===== src/rtl/pll_pkg.sv =====
// Shared types and helpers for the sampled phase-frequency detector.
package pll_pkg;

    typedef enum logic [1:0] {
        PFD_IDLE,
        PFD_UP,
        PFD_DOWN,
        PFD_BOTH
    } pfd_state_t;

    // Largest positive value of a signed number of the given width
    function automatic int err_max(input int width);
        return (1 << (width - 1)) - 1;
    endfunction

    // Most negative value of a signed number of the given width
    function automatic int err_min(input int width);
        return -(1 << (width - 1));
    endfunction

endpackage


===== src/rtl/sampled_phase_frequency_detector_edge_synchronizer.sv =====
// Synchronises one asynchronous clock input into the clk domain and flags
// its rising edges. The history flop is held at 1 until the reset zeros have
// been flushed out of the chain, so an input that was already high while in
// reset never looks like a fresh 0->1 transition.
module edge_synchronizer #(
    parameter int SYNC_STAGES = 2
) (
    input  logic clk,
    input  logic reset,
    input  logic async_in,
    output logic rise
);

    logic [SYNC_STAGES-1:0] sync_chain;
    logic [SYNC_STAGES-1:0] flush_chain;
    logic                   hist;

    // Synchronizer shift chain, flush tracker and history flop
    always_ff @(posedge clk) begin
        if (reset) begin
            sync_chain  <= '0;
            flush_chain <= '0;
            hist        <= 1'b1;
        end else begin
            sync_chain  <= (sync_chain << 1) | SYNC_STAGES'(async_in);
            flush_chain <= (flush_chain << 1) | SYNC_STAGES'(1'b1);
            hist        <= flush_chain[SYNC_STAGES-1] ? sync_chain[SYNC_STAGES-1] : 1'b1;
        end
    end

    assign rise = sync_chain[SYNC_STAGES-1] & ~hist;

endmodule


===== src/rtl/sampled_phase_frequency_detector.sv =====
// Sampled phase-frequency detector: Moore FSM driving charge-pump UP/DOWN with
// a fixed overlap pulse, a saturating signed phase-error measurement and a
// lock detector counting consecutive in-window comparisons.
module sampled_phase_frequency_detector
    import pll_pkg::*;
#(
    parameter int SYNC_STAGES   = 2,
    parameter int MIN_ON_CYCLES = 1,
    parameter int ERR_WIDTH     = 8,
    parameter int LOCK_TOL      = 2,
    parameter int LOCK_COUNT    = 16
) (
    input  logic                        clk,
    input  logic                        reset,
    input  logic                        enable,
    input  logic                        input_reference_clock_digital,
    input  logic                        input_feedback_clock_digital,
    output logic                        output_up_digital,
    output logic                        output_down_digital,
    output logic signed [ERR_WIDTH-1:0] phase_error,
    output logic                        phase_error_valid,
    output logic                        lock
);

    localparam int RUN_WIDTH = $clog2(LOCK_COUNT + 1);
    localparam int OVL_WIDTH = $clog2(MIN_ON_CYCLES + 1);

    localparam logic signed [ERR_WIDTH-1:0] ERR_MAX  = ERR_WIDTH'(err_max(ERR_WIDTH));
    localparam logic signed [ERR_WIDTH-1:0] ERR_MIN  = ERR_WIDTH'(err_min(ERR_WIDTH));
    localparam logic        [RUN_WIDTH-1:0] RUN_FULL = RUN_WIDTH'(LOCK_COUNT);
    localparam logic        [OVL_WIDTH-1:0] OVL_LAST = OVL_WIDTH'(MIN_ON_CYCLES - 1);
    localparam logic        [ERR_WIDTH:0]   TOL_MAG  = (ERR_WIDTH + 1)'(LOCK_TOL);

    logic ref_rise;
    logic fb_rise;

    pfd_state_t state;
    pfd_state_t next_state;
    logic       enter_both;

    logic        [OVL_WIDTH-1:0] ovl_cnt;
    logic signed [ERR_WIDTH-1:0] acc;
    logic        [RUN_WIDTH-1:0] run_cnt;
    logic        [ERR_WIDTH:0]   pe_ext;
    logic        [ERR_WIDTH:0]   pe_mag;

    edge_synchronizer #(.SYNC_STAGES(SYNC_STAGES)) u_ref_sync (
        .clk      (clk),
        .reset    (reset),
        .async_in (input_reference_clock_digital),
        .rise     (ref_rise)
    );

    edge_synchronizer #(.SYNC_STAGES(SYNC_STAGES)) u_fb_sync (
        .clk      (clk),
        .reset    (reset),
        .async_in (input_feedback_clock_digital),
        .rise     (fb_rise)
    );

    // State register
    always_ff @(posedge clk) begin
        if (reset) begin
            state <= PFD_IDLE;
        end else begin
            state <= next_state;
        end
    end

    // Next-state logic; edges arriving in BOTH, or repeats of the leading edge, are dropped
    always_comb begin
        next_state = state;
        unique case (state)
            PFD_IDLE: begin
                if (ref_rise && fb_rise) begin
                    next_state = PFD_BOTH;
                end else if (ref_rise) begin
                    next_state = PFD_UP;
                end else if (fb_rise) begin
                    next_state = PFD_DOWN;
                end
            end
            PFD_UP: begin
                if (fb_rise) begin
                    next_state = PFD_BOTH;
                end
            end
            PFD_DOWN: begin
                if (ref_rise) begin
                    next_state = PFD_BOTH;
                end
            end
            PFD_BOTH: begin
                if (ovl_cnt == OVL_LAST) begin
                    next_state = PFD_IDLE;
                end
            end
        endcase
        if (!enable) begin
            next_state = PFD_IDLE;
        end
    end

    assign enter_both = (next_state == PFD_BOTH) && (state != PFD_BOTH);

    assign output_up_digital   = (state == PFD_UP)   || (state == PFD_BOTH);
    assign output_down_digital = (state == PFD_DOWN) || (state == PFD_BOTH);

    // Overlap counter, error accumulator and the registered comparison result
    always_ff @(posedge clk) begin
        if (reset) begin
            ovl_cnt           <= '0;
            acc               <= '0;
            phase_error       <= '0;
            phase_error_valid <= 1'b0;
        end else begin
            ovl_cnt           <= (state == PFD_BOTH && next_state == PFD_BOTH) ?
                                 ovl_cnt + 1'b1 : '0;
            phase_error_valid <= enter_both;
            if (!enable) begin
                acc <= '0;
            end else if (state == PFD_IDLE && next_state == PFD_UP) begin
                acc <= ERR_WIDTH'(1);
            end else if (state == PFD_IDLE && next_state == PFD_DOWN) begin
                acc <= -ERR_WIDTH'(1);
            end else if (state == PFD_IDLE && next_state == PFD_BOTH) begin
                acc <= '0;
            end else if (state == PFD_UP && next_state == PFD_UP) begin
                acc <= (acc == ERR_MAX) ? acc : acc + ERR_WIDTH'(1);
            end else if (state == PFD_DOWN && next_state == PFD_DOWN) begin
                acc <= (acc == ERR_MIN) ? acc : acc - ERR_WIDTH'(1);
            end
            if (enter_both) begin
                phase_error <= (state == PFD_IDLE) ? '0 : acc;
            end
        end
    end

    assign pe_ext = {phase_error[ERR_WIDTH-1], phase_error};
    assign pe_mag = pe_ext[ERR_WIDTH] ? (~pe_ext + 1'b1) : pe_ext;

    // Consecutive in-lock comparison counter
    always_ff @(posedge clk) begin
        if (reset) begin
            run_cnt <= '0;
        end else if (!enable) begin
            run_cnt <= '0;
        end else if (phase_error_valid) begin
            if (pe_mag <= TOL_MAG) begin
                if (run_cnt != RUN_FULL) begin
                    run_cnt <= run_cnt + 1'b1;
                end
            end else begin
                run_cnt <= '0;
            end
        end
    end

    assign lock = (run_cnt == RUN_FULL);

endmodule


===== config.mk =====
export PLATFORM = sky130hd
export DESIGN_NAME = sampled_phase_frequency_detector
export DESIGN_NICKNAME = d
export VERILOG_FILES = /design/src/rtl/pll_pkg.sv /design/src/rtl/sampled_phase_frequency_detector_edge_synchronizer.sv /design/src/rtl/sampled_phase_frequency_detector.sv
export SDC_FILE = /design/constraint.sdc
export NUM_CORES = 1
export LEC_CHECK = 0
export BUFFER_PORTS_ARGS = -buffer_cell sky130_fd_sc_hd__buf_2
export CAP_MARGIN = 10
export CORE_MARGIN = 8
export CORE_UTILIZATION = 31
export CTS_BUF_LIST = sky130_fd_sc_hd__clkbuf_16
export DETAILED_ROUTE_END_ITERATION = 10
export GPL_TIMING_DRIVEN = 0
export MAX_ROUTING_LAYER = met4
export PLACE_DENSITY = 0.54
export SYNTH_ARGS = -nofsm -noshare
export SYNTH_HDL_FRONTEND = slang
export SYNTH_SLANG_ARGS = --single-unit

===== constraint.sdc =====
create_clock -name clk -period 5.9 [get_ports clk]
set_clock_uncertainty 0.05 [all_clocks]
set_input_delay 0.885 -clock clk [delete_from_list [all_inputs] [get_ports clk]]
set_output_delay 0.885 -clock clk [all_outputs]
set_load 0.02 [all_outputs]

==> summary.md <==
| Metric | Value |
|---|---|
| Fraction of synthesized area in multiplexers | `0.559%` |
| Placement Rows | `27` |
| CP Launch Type | `primary input` |
| Crit path max fanout | `8` |
| Pwr dens | `233 nW/µm²` |
| Htree depth | `2` |
| CTS tree | `done` |
| Adder-Cell Fraction of Synth Area | `7.41%` |
| Largest family of logic cells by synthesized area | `compound AO/OA/AOI/OAI gates` |
| Clock transition at path regs | `0.05 ns` |
| Tmin final | `2.93 ns` |
| Logic pwr share | `3.3%` |
| Area fraction in compound gates after synthesis | `24.1%` |
| Relative slew slack | `43.5%` |
| Fmax | `342 MHz` |
| Post-CTS resize count | `0` |
| Count of input and output buffers | `16` |
| Clock power frac | `50.3%` |
| Top post-synthesis cells by area | `dfxtp_1 37%, ha_1 6.3%, a22o_1 3.9%` |
| Hpwl dp | `2900 µm` |
| Sequential group share of total power | `46.5%` |
| Static leakage | `0.832 nW` |
| Async SR Flop Fraction | `0%` |
| Post-Route WL | `3850 µm` |
| Post-Route Setup TNS | `0 ns` |
| Diodes inserted | `0` |
| Fin nets | `236` |
| Initial antenna violation count | `0` |
| Worst skew pair latency | `0.28 ns` |
| TritonCTS Sinks | `33` |
| Switching share of power | `21.0%` |
| Crit share post-route | `49.6%` |
| Count of pins over their slew limit | `0` |
| Iter 0 DRT Violations | `101` |
| Critical path class | `primary input to flop` |
| #FFs+latches synth | `33` |
| Initial Util | `32.3%` |
| Post-Synth Simple-Gate Area | `22.6%` |
| Die boundary width | `92.0 µm` |
| Post-DR wirelength/cell | `13.1 µm` |
| Final core utilization | `37.9%` |
| Cells after Synth | `198` |
| Post-placement cell count | `286` |
| Final hold violations | `0` |
| Area share of xor/xnor cells in the synthesized design | `3.92%` |
| Vias in the first global route | `1427` |
| CTS Buf Count | `5` |
| Final ANT Viol Nets | `0` |
| DRC Markers | `0` |
| Netlist cell types | `55` |
| Synth top cells by count | `33 x dfxtp_1, 14 x inv_1, 14 x nor2_1, 12 x a21oi_1, 12 x nand2_1` |
| Yosys top cell by area | `dfxtp_1` |
| Die Area | `8460 µm²` |
| Vias per inst | `5.08` |
| Max VDD drop | `98.8 µV` |
| Final worst slack | `2.97 ns` |
| Grt total ovfl | `0` |
| Top_reg_cell synth | `dfxtp_1` |
| TritonRoute pass-1 iters | `4` |
| Synthesized cell area | `1790 µm²` |
| HP Class | `flop to flop` |
| Setup WS pre-CTS | `2.68 ns` |
| Largest net degree at the start of global routing | `12` |
| CP peak stage delay | `0.43 ns` |
| Synth-to-Final Area Change | `17.5%` |
| Crit. End Element | `flop` |
| Post-CTS setup buffer count | `0` |
| Layout cells sized above 1 | `15.8%` |
| Synth Warn # | `0` |
| Internal | `0.387 mW` |
| Critical path arrival | `3.08 ns` |
| Syn nets | `213` |
| RSZ-0062 raised after global routing | `no` |
| Most common cell in the synthesized netlist | `dfxtp_1` |
| Critical-path top delay cell | `ha_1` |
| Core Area | `5540 µm²` |
| Fillers | `573` |
| First-pass GRT wire length | `6760 µm` |
| Worst slew pin tran | `0.844 ns` |
| Seq/Total Area, Yosys | `36.9%` |
| Max Cap Viol | `0` |
| CTS Buffer Depth | `2` |
| Non-Filler Instances | `294` |
| I/O pin cnt | `17` |
| Hold-fix buffers at CTS | `0` |
| Routability congestion estimate | `0.786` |
| WP data required | `6.06 ns` |
| Run status | `completed` |
| Total GRT Usage | `9.94%` |
| Net switching power | `0.103 mW` |
| CP Cell Sequence | `buf_2, and3b_1, nand2_1, ha_1, and3_1, a221oi_2, a21oi_1, o32a_1, a31oi_1` |
| Chip Height | `92.0 µm` |
| Yosys top cell area share | `36.9%` |
| EDFF count, synth | `0` |
| Total power | `0.490 mW` |
| Delay-heaviest family, CP | `compound AO/OA/AOI/OAI gates` |
| Total number of vias | `1494` |
| Final setup viols | `0` |
| Syn_area_per_cell | `9.04 µm²` |
| WP buf/inv | `1` |
| CTS root buffer | `clkbuf_16` |
final timing paths:
kind	start	endpoint	slack (ns)	cells past startpoint
hold reg to reg	u_fb_sync.flush_chain[1]$_SDFF_PP0_	u_fb_sync.hist$_SDFF_PP1_	0.35	1
setup reg to reg	state[1]$_SDFF_PP0_	acc[7]$_SDFFE_PP0P_	3.22	8
setup / recovery	enable	acc[7]$_SDFFE_PP0P_	2.97	9
hold / removal	u_fb_sync.flush_chain[1]$_SDFF_PP0_	u_fb_sync.hist$_SDFF_PP1_	0.35	1
cells by family (layout without fill, tap and decap cells):
group	count (synthesis)	in the layout
other	1	1
xor gates and xnor gates	8	8
muxes	1	1
DFF	33	33
adders and majority gates	10	10
AOI/OAI and AO/OA	56	56
buffers and inverters	19	43
and+or+nand+nor	70	70
cell type report:
class,instances,area (µm²),share of cell area [%]
inverters,14,52.6,2.50
repair buffers,16,80.1,3.81
well taps,72,90.1,4.29
plain buffers,5,25.0,1.19
clock buffers,5,125,5.95
flip-flops and latches,33,661,31.4
multi-input cells,146,1050,50.0
clock inverters,3,17.5,0.833
power groups by stage:
stage               combinational (mW)  clock [mW]  sequential (mW)
global route                    0.0179       0.263            0.228
global placement                0.0159           0            0.232
finish                          0.0161       0.246            0.228
detailed placement              0.0161           0            0.232
CTS                             0.0161       0.254            0.228
floorplan                       0.0109           0            0.232
layout by cell type, fill, tap and decap left out, types with 2 or more instances in the layout:
cell,synthesis,final
xnor2_1,6,6
nor3_1,4,4
and2b_1,2,2
clkbuf_1,2,2
nand3_1,7,7
clkinv_2,0,2
a31oi_1,4,4
nand4b_1,2,2
a22o_1,8,8
buf_2,2,18
a21oi_1,12,12
nor2b_1,8,8
clkbuf_16,0,5
ha_1,9,9
a21o_1,2,2
nand3b_1,3,3
dfxtp_1,33,33
o21ai_0,2,2
o32a_1,2,2
xor2_1,2,2
nor2_1,14,14
o21ai_1,4,4
nand2b_1,4,4
inv_1,14,14
o2111ai_1,2,2
and3_1,2,2
o21a_1,5,5
nand2_1,12,12
nand4_1,3,3
sequential cells by signal, summed over array words and instances, names as in the netlist:
signal,flops
ovl_cnt,1
u_fb_sync.flush_chain,1
acc,8
state,2
u_ref_sync.sync_chain,2
u_ref_sync.hist,1
phase_error,8
u_fb_sync.hist,1
phase_error_valid,1
u_ref_sync.flush_chain,1
run_cnt,5
u_fb_sync.sync_chain,2
metal layers:
metal  vias up  share of wire (%)  global-route usage (%)
met2        29                 42                    14.1
met3         6                4.6                    2.77
met1       689                 51                    12.7
li1        770                  -                       -
met4         0                1.8                    4.56
met5         -                  0                       -
metrics by stage:
step           hold WS [ns]  area [µm²]
6_report              0.354        2100
5_1_grt               0.379        2100
4_1_cts               0.358        2100
3_5_place_dp          0.347        1960
3_3_place_gp          0.342        1960
2_1_floorplan         0.333        1790
worst reg2reg max path, cell delays in order (launching register included):
cell,delay (ns)
dfxtp_1,0.52
and3b_1,0.24
nand2_1,0.29
ha_1,0.35
and3_1,0.21
a221oi_2,0.31
a21oi_1,0.16
o32a_1,0.34
a31oi_1,0.15
Note: power is estimated with default switching activity, not from simulation.
